--- src/rtl/uart_rx.sv ---
// uart_rx: 8N1 serial receiver, LSB first, mid-bit sampling.
// The serial line is brought into the clock domain by a two-flop synchronizer.
// A single timer paces the start-bit check, the eight data samples and the
// stop-bit sample. A stop bit sampled low parks the receiver in BREAK until
// the line returns high, so a held-low line reports one framing error only.
module uart_rx #(
    parameter int SYS_CLOCK     = 50000000,
    parameter int UART_BAUDRATE = 115200
) (
    input  logic       i_SysClock,
    input  logic       i_ResetN,
    input  logic       i_RxSerial,
    output logic [7:0] o_RxByte,
    output logic       o_RxValid,
    output logic       o_FrameErr,
    output logic       o_RxBusy
);

    localparam int CLKS_PER_BIT = SYS_CLOCK / UART_BAUDRATE;
    localparam int HALF_BIT     = CLKS_PER_BIT / 2;

    localparam logic [15:0] BIT_LAST  = 16'(CLKS_PER_BIT - 1);
    localparam logic [15:0] HALF_LAST = 16'(HALF_BIT - 1);

    typedef enum logic [2:0] {
        ST_IDLE,
        ST_START_BIT,
        ST_DATA_BITS,
        ST_STOP_BIT,
        ST_BREAK
    } state_t;

    state_t      state_q, state_d;
    logic        sync_meta_q, sync_meta_d;
    logic        rx_s_q, rx_s_d;
    logic [15:0] timer_q, timer_d;
    logic [2:0]  bitcnt_q, bitcnt_d;
    logic [7:0]  shift_q, shift_d;
    logic [7:0]  byte_q, byte_d;
    logic        valid_q, valid_d;
    logic        ferr_q, ferr_d;

    // State register, synchronizer and datapath flops; the line flops idle high.
    always_ff @(posedge i_SysClock or negedge i_ResetN) begin
        if (!i_ResetN) begin
            state_q     <= ST_IDLE;
            sync_meta_q <= 1'b1;
            rx_s_q      <= 1'b1;
            timer_q     <= 16'd0;
            bitcnt_q    <= 3'd0;
            shift_q     <= 8'h00;
            byte_q      <= 8'h00;
            valid_q     <= 1'b0;
            ferr_q      <= 1'b0;
        end else begin
            state_q     <= state_d;
            sync_meta_q <= sync_meta_d;
            rx_s_q      <= rx_s_d;
            timer_q     <= timer_d;
            bitcnt_q    <= bitcnt_d;
            shift_q     <= shift_d;
            byte_q      <= byte_d;
            valid_q     <= valid_d;
            ferr_q      <= ferr_d;
        end
    end

    // Next-state logic: timer restarts on every state change or target hit.
    always_comb begin
        state_d     = state_q;
        sync_meta_d = i_RxSerial;
        rx_s_d      = sync_meta_q;
        timer_d     = timer_q;
        bitcnt_d    = bitcnt_q;
        shift_d     = shift_q;
        byte_d      = byte_q;
        valid_d     = 1'b0;
        ferr_d      = 1'b0;

        case (state_q)
            ST_IDLE: begin
                timer_d = 16'd0;
                if (!rx_s_q) begin
                    state_d = ST_START_BIT;
                end
            end

            ST_START_BIT: begin
                if (timer_q == HALF_LAST) begin
                    timer_d = 16'd0;
                    if (!rx_s_q) begin
                        state_d  = ST_DATA_BITS;
                        bitcnt_d = 3'd0;
                    end else begin
                        state_d = ST_IDLE;
                    end
                end else begin
                    timer_d = timer_q + 16'd1;
                end
            end

            ST_DATA_BITS: begin
                if (timer_q == BIT_LAST) begin
                    timer_d           = 16'd0;
                    shift_d[bitcnt_q] = rx_s_q;
                    bitcnt_d          = bitcnt_q + 3'd1;
                    if (bitcnt_q == 3'd7) begin
                        state_d = ST_STOP_BIT;
                    end
                end else begin
                    timer_d = timer_q + 16'd1;
                end
            end

            ST_STOP_BIT: begin
                if (timer_q == BIT_LAST) begin
                    timer_d = 16'd0;
                    if (rx_s_q) begin
                        byte_d  = shift_q;
                        valid_d = 1'b1;
                        state_d = ST_IDLE;
                    end else begin
                        ferr_d  = 1'b1;
                        state_d = ST_BREAK;
                    end
                end else begin
                    timer_d = timer_q + 16'd1;
                end
            end

            ST_BREAK: begin
                timer_d = 16'd0;
                if (rx_s_q) begin
                    state_d = ST_IDLE;
                end
            end

            default: begin
                state_d = ST_IDLE;
                timer_d = 16'd0;
            end
        endcase
    end

    assign o_RxByte   = byte_q;
    assign o_RxValid  = valid_q;
    assign o_FrameErr = ferr_q;
    assign o_RxBusy   = (state_q != ST_IDLE);

endmodule

--- config.mk ---
export PLATFORM = sky130hd
export DESIGN_NAME = uart_rx
export DESIGN_NICKNAME = d
export VERILOG_FILES = /design/src/rtl/uart_rx.sv
export SDC_FILE = /design/constraint.sdc
export NUM_CORES = 1
export LEC_CHECK = 0
export CORE_ASPECT_RATIO = 1.2
export CORE_MARGIN = 2
export CORE_UTILIZATION = 39
export CTS_CLUSTER_DIAMETER = 60
export CTS_CLUSTER_SIZE = 24
export DETAILED_ROUTE_END_ITERATION = 8
export GPL_TIMING_DRIVEN = 0
export PLACE_DENSITY = 0.56
export SLEW_MARGIN = 25
export SYNTH_ARGS = -nofsm -noshare
export SYNTH_HDL_FRONTEND = slang
export SYNTH_SLANG_ARGS = --single-unit
--- constraint.sdc ---
create_clock -name i_SysClock -period 1.7 [get_ports i_SysClock]
set_input_delay 0.51 -clock i_SysClock [delete_from_list [all_inputs] [get_ports i_SysClock]]
set_output_delay 0.51 -clock i_SysClock [all_outputs]
set_load 0.005 [all_outputs]
==> metrics.csv, run 1 <==
metric,value,unit
Detail Route Antenna Nets,0,
Synth Net Count,200,
Reg power frac,59.3,%
pins over their slew limit,0,
clock-pin slew on the worst setup and hold paths,0.08,ns
Mean Syn Cell Area,11.1,sq um
Post-synth EDFFs,0,
sequential area share after synthesis,49.5,%
Port Buffers,13,
Skew-Pair Late Insertion Delay,0.29,ns
Min-Delay Path Class,input pin to async pin,
synthesized cell area,2130,sq um
global placer's final weighted congestion,0.879,
Final Non-Filler Cells,301,
Clock Tree Buf Depth,2,
failing checks,setup timing,
Gate Count Post-Synth,192,
placed insts,268,
first-pass GRT wire length,8170,microns
initial antenna violation count,0,
H-tree levels,2,
TritonRoute pass-1 iters,4,
synth unique cells,41,
setup TNS,-2.39,ns
switch share,20.9,%
CTS Buf Count,5,
critical path capture point type,register,
skew final,0.0103,ns
Synth area leaders,"dfrtp_1 (47%), mux2_2 (6.9%), nor2_1 (3.7%)",
internal power,1.34,mW
Initial Util,40.5,%
cell with the most instances after synthesis,dfrtp_1,
DR iter-0 viols,73,
fin crit share,107,%
critical path type,register to register,
I/O pin total,14,
Tot Pwr,1.69,mW
RSZ-0062 raised after global routing,yes,
GRT overflow,0,
Lkg Pwr,1.23,nW
async set or reset register ratio after synthesis,100,%
NumNets Final,246,
clock sinks,42,
synth cell count leaders,"dfrtp_1 (40), nor2_1 (21), nand3_1 (14)",
Placement Rows,29,
worst vdd ir,371,uV
worst-margin pin slew,0.518,ns
vias in the first global route,1704,
Core Area,5260,sq um
Pwr Density,594,nW/um^2
Yosys Warn Count,0,
final hold vios,0,
fmax,548,MHz
Detail Placement HPWL,3050,microns
Main synth FF type,dfrtp_1,
Final WS setup,-0.125,ns
vias,1631,
Yosys top cell by area,dfrtp_1,
vias per inst,5.42,
WL/cell,16.1,microns
ant diodes,0,
min cycle time layout,1.83,ns
Die X-Extent,71.4,microns
CTS root buf,clkbuf_8,
status,finished with violations,
# setup viols final,36,
largest net degree at the start of global routing,27,
Detailed Route WL,4860,microns
Critical Path RT,1.86,ns
layout cell share with drive strength beyond 1,40.2,%
hold buffer count at cts,0,
fillcell total,457,
Area Growth Syn to Fin,34.1,%
area of the die,6070,sq um
Arrival @ worst endpoint,1.98,ns
# Max-Cap Violations,0,
critical path peak fanout,4,
Setup crit start kind,register,
# DRC,0,
Total GRT Usage,16.8,%
Die H,84.9,microns
final core utilization,54.2,%
combinational fraction of design power,2.1,%
clock share of power,38.7,%
Rel. slew slack,65.2,%
share of the synthesized area in the top cell type,47.0,%
CTS tree,done,
Psw,0.355,mW
#FFs+latches synth,42,
==> what timing repair did <==
item,in CTS,in global routing
pin swaps,14,17
setup buffers,18,7
gates resized for setup,27,36
endpoints found under the setup margin,38,41
cloned,0,1
==> power by group through the flow <==
stage	Combinational, mW	Clock (mW)	Sequential, mW
2_1_floorplan	0.00511	0	1.02
3_3_place_gp	0.0309	0	1.02
3_5_place_dp	0.0364	0	1.02
4_1_cts	0.0372	0.684	1.00
5_1_grt	0.0412	0.731	1.00
6_report	0.0350	0.655	1.00
==> final cells by class <==
type                    instances  area (sq um)  share of cell area [%]
plain buffers                   6          53.8                    1.89
clock buffers                   7          86.3                    3.02
clock inverters                 1          5.00                   0.175
inverters                       8          30.0                    1.05
multi-input cells             135          1150                    40.5
flip-flops and latches         42          1060                    37.2
well taps                      62          77.6                    2.72
repair buffers                 40           385                    13.5
==> metal layers <==
| layer | wire [microns] | share of wire [%] | GRT usage [%] | up-vias |
|---|---|---|---|---|
| met2 | 2700 | 56 | 30.1 | 21 |
| li1 | - | - | - | 785 |
| met4 | 66 | 1.4 | 4.97 | 0 |
| met5 | 0 | 0 | 0 | - |
| met3 | 131 | 2.7 | 3.80 | 7 |
| met1 | 1960 | 40 | 19.9 | 818 |
==> cells by family after synthesis <==
logic type | Yosys count | synth area share [%]
AND/OR/NAND/NOR | 86 | 24.7
flip-flops | 42 | 49.5
AO/OA/AOI/OAI | 16 | 5.94
multiplexers | 16 | 8.47
buffers and inverters | 15 | 3.47
XOR/XNOR | 12 | 4.94
adder cells (fa/ha/maj) | 5 | 2.94
==> per-stage QoR <==
step / setup WS [ns] / hold WS, ns / instance area (sq um)
4_1_cts: -0.153 / 0.151 / 2670
3_3_place_gp: -0.934 / 0.345 / 2340
5_1_grt: -0.250 / 0.169 / 2850
2_1_floorplan: -0.0379 / 0.214 / 2130
3_5_place_dp: -0.367 / 0.347 / 2350
6_report: -0.125 / 0.143 / 2850
==> critical path: stages, from the launching register on <==
cell and delay [ns]:
dfrtp_1 0.42, inv_1 0.08, ha_2 0.17, nor4bb_2 0.19, nand4_1 0.19, buf_4 0.19, a211oi_4 0.31, o211ai_1 0.15
==> flip-flops by register name, summed over array words and instances (netlist names) <==
| signal | count |
|---|---|
| bitcnt_q | 3 |
| o_RxValid | 1 |
| o_FrameErr | 1 |
| state_q | 3 |
| rx_s_q | 1 |
| o_RxByte | 8 |
| shift_q | 8 |
| rx_s_d | 1 |
| timer_q | 16 |
==> cells in the final DEF (no fill, tap or decap), types with 3 or more instances in the layout <==
master            n
xor2_1            7
dfrtp_1          34
clkdlybuf4s50_1   9
clkbuf_8          7
nor2_4            8
buf_2             4
nor2_1            9
nor3_1            3
a21oi_1           3
buf_6             5
nand3_1          14
buf_4            20
nand2_1           9
xnor2_1           5
inv_1             7
o211ai_1          3
ha_2              3
nand4_1          12
mux2_4           12
dfrtp_2           6
nor2_2            5
mux2_2            4
==> worst paths after layout <==
| check | start | end | slack (ns) | depth (start not counted) |
|---|---|---|---|---|
| setup reg to reg | timer_q[0]$_DFF_PN0_ | bitcnt_q[2]$_DFFE_PN0P_ | -0.13 | 7 |
| min in group i_SysClock | rx_s_d$_DFF_PN1_ | rx_s_q$_DFF_PN1_ | 0.36 | 0 |
| hold reg to reg | rx_s_d$_DFF_PN1_ | rx_s_q$_DFF_PN1_ | 0.36 | 0 |
| max in group asynchronous | i_ResetN | timer_q[14]$_DFF_PN0_ | 1.07 | 2 |
| setup / recovery | timer_q[0]$_DFF_PN0_ | bitcnt_q[2]$_DFFE_PN0P_ | -0.13 | 7 |
| hold / removal | i_ResetN | timer_q[10]$_DFF_PN0_ | 0.14 | 1 |
Power figures use the tool's default switching activity.
==> inputs of run 2 (changes only) <==
--- a/config.mk
+++ b/config.mk
@@ -13,6 +13,7 @@
 export DETAILED_ROUTE_END_ITERATION = 8
 export GPL_TIMING_DRIVEN = 0
 export PLACE_DENSITY = 0.56
+export SETUP_SLACK_MARGIN = 0.02
 export SLEW_MARGIN = 25
 export SYNTH_ARGS = -nofsm -noshare
 export SYNTH_HDL_FRONTEND = slang
==> metrics.csv, run 2 (synthesis gave the netlist of run 1 again) <==
metric,value,unit,change
Skew-Pair Late Insertion Delay,0.29,ns,about the same
CTS Buf Count,5,,unchanged
Arrival @ worst endpoint,1.99,ns,about the same
largest net degree at the start of global routing,26,,-3.7%
RSZ-0062 raised after global routing,yes,,
fmax,551,MHz,+0.66%
area of the die,6070,sq um,unchanged
# setup viols final,34,,-5.6%
hold buffer count at cts,0,,unchanged
Die X-Extent,71.4,microns,unchanged
clock-pin slew on the worst setup and hold paths,0.08,ns,about the same
vias,1702,,+4.4%
DR iter-0 viols,66,,-9.6%
FF-to-FF Start,timer_q[13]$_DFF_PN0_,,
Detailed Route WL,4800,microns,-1.2%
NumNets Final,251,,+2.0%
min cycle time layout,1.81,ns,-0.0119 ns
R2R Path End,shift_q[5]$_DFFE_PN0P_,,
Pwr Density,580,nW/um^2,-2.3%
Total GRT Usage,17.2,%,+0.42 points
CTS tree,done,,
Tot Pwr,1.69,mW,-0.50%
"most common cell after layout, fill and taps aside",dfrtp_1,,
Port Buffers,13,,unchanged
Core Area,5260,sq um,unchanged
Setup crit start kind,register,,
H-tree levels,2,,unchanged
first-pass GRT wire length,8250,microns,+0.93%
Critical Path RT,1.87,ns,about the same
# Max-Cap Violations,0,,unchanged
pins over their slew limit,0,,unchanged
Detail Placement HPWL,3070,microns,+0.46%
TritonRoute pass-1 iters,4,,unchanged
Lkg Pwr,1.38,nW,+12%
worst-margin pin slew,0.443,ns,-0.0752 ns
Rel. slew slack,70.5,%,+5.3 points
layout cell share with drive strength beyond 1,41.4,%,+1.2 points
critical path type,register to register,,
"commonest cells after routing, fill and taps aside","dfrtp_1 (35), buf_4 (25), nand3_1 (14)",,
fin crit share,107,%,-0.70 points
Die H,84.9,microns,unchanged
critical path peak fanout,8,,+4
CTS root buf,clkbuf_8,,
vias per inst,5.56,,+2.6%
Min-Delay Path Class,input pin to async pin,,
WL/cell,15.7,microns,-2.8%
Largest Register,timer_q,,
ant diodes,0,,unchanged
FF-to-FF path depth,6,,-1
worst vdd ir,324,uV,-13%
# DRC,0,,unchanged
global placer's final weighted congestion,0.892,,+1.5%
initial antenna violation count,0,,unchanged
I/O pin total,14,,unchanged
Placement Rows,29,,unchanged
Final WS setup,-0.113,ns,+0.0119 ns
final hold vios,0,,unchanged
Area Growth Syn to Fin,36.6,%,
Initial Util,40.5,%,unchanged
clock sinks,42,,unchanged
flip-flop count of the largest register after layout,16,,unchanged
status,finished with violations,,
reg-to-reg setup timing slack,-0.11,ns,about the same
Clock Tree Buf Depth,2,,unchanged
failing checks,setup timing,,
"worst slack, placed",-0.326,ns,+0.0409 ns
critical path capture point type,register,,
Detail Route Antenna Nets,0,,unchanged
vias in the first global route,1760,,+3.3%
skew final,0.00844,ns,-0.00185 ns
GRT overflow,0,,unchanged
[run 2: changes by cell type in the layout (fill, tap and decap cells not counted), moves of 2 or more]
cell / change
buf_16: +2
buf_4: +5
clkdlybuf4s50_1: -6
dlymetal6s2s_1: +6
ha_1: +2
ha_2: -2
nor2_1: -2
nor2_2: +7
nor2_4: -5
[run 2: worst max-delay path, stage by stage, from the launching register on]
cell and delay [ns]:
dfrtp_2 0.43, nor4_4 0.31, buf_4 0.18, and4_4 0.21, buf_6 0.12, nand4_1 0.12, mux2_4 0.32
[run 2: timing repair]
action / CTS / global route
setup buffers: 23 / 8
pin swaps: 15 / 5
setup endpoints to repair: 38 / 46
cloned: 1 / 0
resized for setup: 47 / 19
[run 2: routing by layer]
layer	vias to the layer above	routed length [microns]	track usage, %
li1	803	-	-
met1	852	1910	18.9
met2	36	2660	32.1
met3	11	139	3.68
met4	0	85	6.35
met5	-	0	0
[run 2: worst max path at each step]
stage                                startpoint                     end  slack, ns  cells past startpoint
after floorplan           timer_q[11]$_DFF_PN0_  shift_q[1]$_DFFE_PN0P_      -0.04                      5
after detailed placement  timer_q[11]$_DFF_PN0_    timer_q[6]$_DFF_PN0_      -0.33                      5
after CTS                 timer_q[14]$_DFF_PN0_  shift_q[1]$_DFFE_PN0P_      -0.11                      6
after global routing      timer_q[13]$_DFF_PN0_  shift_q[5]$_DFFE_PN0P_      -0.19                      6
final                     timer_q[13]$_DFF_PN0_  shift_q[5]$_DFFE_PN0P_      -0.11                      6
after global placement                 i_ResetN   timer_q[12]$_DFF_PN0_      -0.90                      1
[run 2: where the power goes]
group | internal [mW] | switching (mW) | leakage (nW)
registers | 1.00 | 0.00171 | 0.557
clock network | 0.327 | 0.317 | 0.0482
logic | 0.0113 | 0.0264 | 0.777
total | 1.34 | 0.345 | 1.38
[run 2: cell type report]
class                      instances  area [sq um]
inverter                           8          30.0
clock buffer                       7          86.3
tap                               62          77.6
fill                             428          2350
clock inverter                     1          5.00
sequential                        42          1060
timing repair buffer              46           472
multi-input combinational        135          1140
buffer                             5          38.8
[run 2: per-stage QoR]
step	instances	setup TNS, ns	hold WS (ns)	utilization (%)	cell area (sq um)
detailed placement	268	-8.83	0.347	44.9	2360
global route	306	-4.90	0.173	55.3	2910
global placement	267	-46.15	0.345	44.5	2340
CTS	299	-1.84	0.169	53.3	2800
finish	306	-1.77	0.159	55.3	2910
floorplan	192	-0.309	0.214	-	2130
==> inputs of run 3 (changes only) <==
--- a/config.mk
+++ b/config.mk
@@ -5,14 +5,17 @@
 export SDC_FILE = /design/constraint.sdc
 export NUM_CORES = 1
 export LEC_CHECK = 0
+export CELL_PAD_IN_SITES_DETAIL_PLACEMENT = 1
+export CELL_PAD_IN_SITES_GLOBAL_PLACEMENT = 2
 export CORE_ASPECT_RATIO = 1.2
 export CORE_MARGIN = 2
-export CORE_UTILIZATION = 39
+export CORE_UTILIZATION = 37
+export CTS_BUF_LIST = sky130_fd_sc_hd__clkbuf_4
 export CTS_CLUSTER_DIAMETER = 60
 export CTS_CLUSTER_SIZE = 24
 export DETAILED_ROUTE_END_ITERATION = 8
 export GPL_TIMING_DRIVEN = 0
-export PLACE_DENSITY = 0.56
+export PLACE_DENSITY = 0.75
 export SETUP_SLACK_MARGIN = 0.02
 export SLEW_MARGIN = 25
 export SYNTH_ARGS = -nofsm -noshare
==> constraint.sdc (replaced) <==
create_clock -name i_SysClock -period 1.7 [get_ports i_SysClock]
set_input_delay 0.51 -clock i_SysClock [delete_from_list [all_inputs] [get_ports i_SysClock]]
set_output_delay 0.51 -clock i_SysClock [all_outputs]
set_load 0.02 [all_outputs]
==> metrics.csv, run 3 (synthesis gave the netlist of run 1 again) <==
metric,value,unit,change
"most common cell after layout, fill and taps aside",dfrtp_1,,
GRT overflow,0,,unchanged
critical path peak fanout,2,,-6
skew final,0.00951,ns,+0.00107 ns
Detail Placement HPWL,3600,microns,+17%
global placer's final weighted congestion,0.826,,-7.5%
Largest Register,timer_q,,
Area Growth Syn to Fin,36.4,%,
WL/cell,18.5,microns,+18%
vias in the first global route,1955,,+11%
min cycle time layout,1.91,ns,+0.0976 ns
final hold vios,0,,unchanged
Critical Path RT,1.19,ns,-0.68 ns
Core Area,5590,sq um,+6.3%
status,finished with violations,,
CTS Buf Count,5,,unchanged
H-tree levels,2,,unchanged
fmax,523,MHz,-5.1%
vias,1715,,+0.76%
Placed Area,2360,sq um,-0.21%
Die X-Extent,73.2,microns,+2.5%
ant diodes,0,,unchanged
area of the die,6380,sq um,+5.1%
worst vdd ir,393,uV,+21%
Die H,87.1,microns,+2.5%
Initial Util,38.1,%,-2.4 points
hold buffer count at cts,0,,unchanged
post-route cell area,2900,sq um,-0.17%
critical path type,register to output pin,,
Lkg Pwr,1.29,nW,-6.4%
TritonRoute pass-1 iters,4,,unchanged
NumNets Final,255,,+1.6%
# setup viols final,38,,+12%
final core utilization,51.9,%,-3.4 points
Tot Pwr,1.68,mW,-0.38%
largest net degree at the start of global routing,26,,unchanged
first-pass GRT wire length,9740,microns,+18%
# Max-Cap Violations,0,,unchanged
CTS root buf,clkbuf_4,,
FF-to-FF path depth,7,,+1
flip-flop count of the largest register after layout,16,,unchanged
# DRC,0,,unchanged
CTS tree,done,,
vias per inst,5.50,,-1.2%
fin crit share,112,%,+5.7 points
Detail Route Antenna Nets,0,,unchanged
Arrival @ worst endpoint,1.40,ns,-0.59 ns
critical path capture point type,output pin,,
placed insts,270,,+0.75%
failing checks,setup timing,,
layout cell share with drive strength beyond 1,44.0,%,+2.6 points
Pwr Density,579,nW/um^2,-0.21%
Rel. slew slack,64.4,%,-6.1 points
Final Non-Filler Cells,312,,+2.0%
worst-margin pin slew,0.534,ns,+0.0915 ns
initial antenna violation count,0,,unchanged
I/O pin total,14,,unchanged
Skew-Pair Late Insertion Delay,0.36,ns,+0.07 ns
Total GRT Usage,20.0,%,+2.8 points
"commonest cells after routing, fill and taps aside","dfrtp_1 (34), buf_4 (28), mux2_4 (13), nand4_1 (12), nand3_1 (12)",,
clock sinks,42,,unchanged
Hold WS,0.0777,ns,-0.0809 ns
Min-Delay Path Class,input pin to async pin,,
pins over their slew limit,0,,unchanged
RSZ-0062 raised after global routing,yes,,
critical path launch point,state_q[1]$_DFFE_PN0P_,,
Setup crit start kind,register,,
Placement Rows,30,,+3.4%
DR iter-0 viols,47,,-29%
FF-to-FF Start,timer_q[9]$_DFF_PN0_,,
clock-pin slew on the worst setup and hold paths,0.12,ns,+0.04 ns
Detailed Route WL,5780,microns,+21%
Port Buffers,13,,unchanged
Final WS setup,-0.211,ns,-0.0976 ns
Clock Tree Buf Depth,2,,unchanged
-- run 3: cell types whose count changed in the layout (fill, tap and decap cells not counted), sizes merged --
cell / before / now
dlymetal6s2s: 8 / 0
clkdlybuf4s50: 3 / 1
buf: 38 / 42
bufinv: 0 / 1
clkinv: 1 / 2
dlygate4sd2: 0 / 10
clkbuf: 9 / 7
-- run 3: path summary, 6_finish.rpt --
check                      slack [ns]                     end
setup reg to reg                -0.18  shift_q[7]$_DFFE_PN0P_
setup / recovery                -0.21                o_RxBusy
hold / removal                   0.08    o_FrameErr$_DFF_PN0_
hold reg to reg                  0.36        rx_s_q$_DFF_PN1_
max in group asynchronous        1.13    timer_q[7]$_DFF_PN0_
min in group i_SysClock          0.36        rx_s_q$_DFF_PN1_
-- run 3: layout make-up --
| class | count | area, sq um |
|---|---|---|
| multi-input cells | 135 | 1160 |
| plain buffers | 6 | 53.8 |
| well taps | 64 | 80.1 |
| flip-flops and latches | 42 | 1060 |
| inverters | 8 | 30.0 |
| repair buffers | 49 | 444 |
| clock inverters | 3 | 40.0 |
| fillers | 603 | 2690 |
| clock buffers | 5 | 37.5 |
-- run 3: metal layers --
layer	GRT usage, %	up-vias	part of all wire, %	routed length [microns]
li1	-	810	-	-
met5	0	-	0	0
met1	22.4	872	39	2260
met4	8.08	0	2.6	150
met2	36.8	20	56	3260
met3	3.59	13	2.0	113
-- run 3: power breakdown --
group / switching [mW] / internal, mW / total, mW
Clock: 0.333 / 0.305 / 0.638
Combinational: 0.0268 / 0.00945 / 0.0362
Sequential: 0.00201 / 1.00 / 1.01
-- run 3: worst max-delay path, cell delays in order (launching register included) --
cell      delay [ns]
dfrtp_1         0.42
clkbuf_8        0.14
or3_4           0.36
buf_6           0.14
-- run 3: per-stage QoR --
stage | setup slack, ns | TNS, ns
final | -0.211 | -4.74
after global routing | -0.272 | -8.08
after CTS | -0.225 | -3.02
after detailed placement | -0.368 | -10.01
after global placement | -0.954 | -48.19
after floorplan | -0.0376 | -0.309
-- run 3: timing repair --
action,in CTS,in global routing
gates resized for setup,60,17
cloned,2,0
pin swaps,18,7
setup buffers,30,4
setup endpoints to repair,48,39
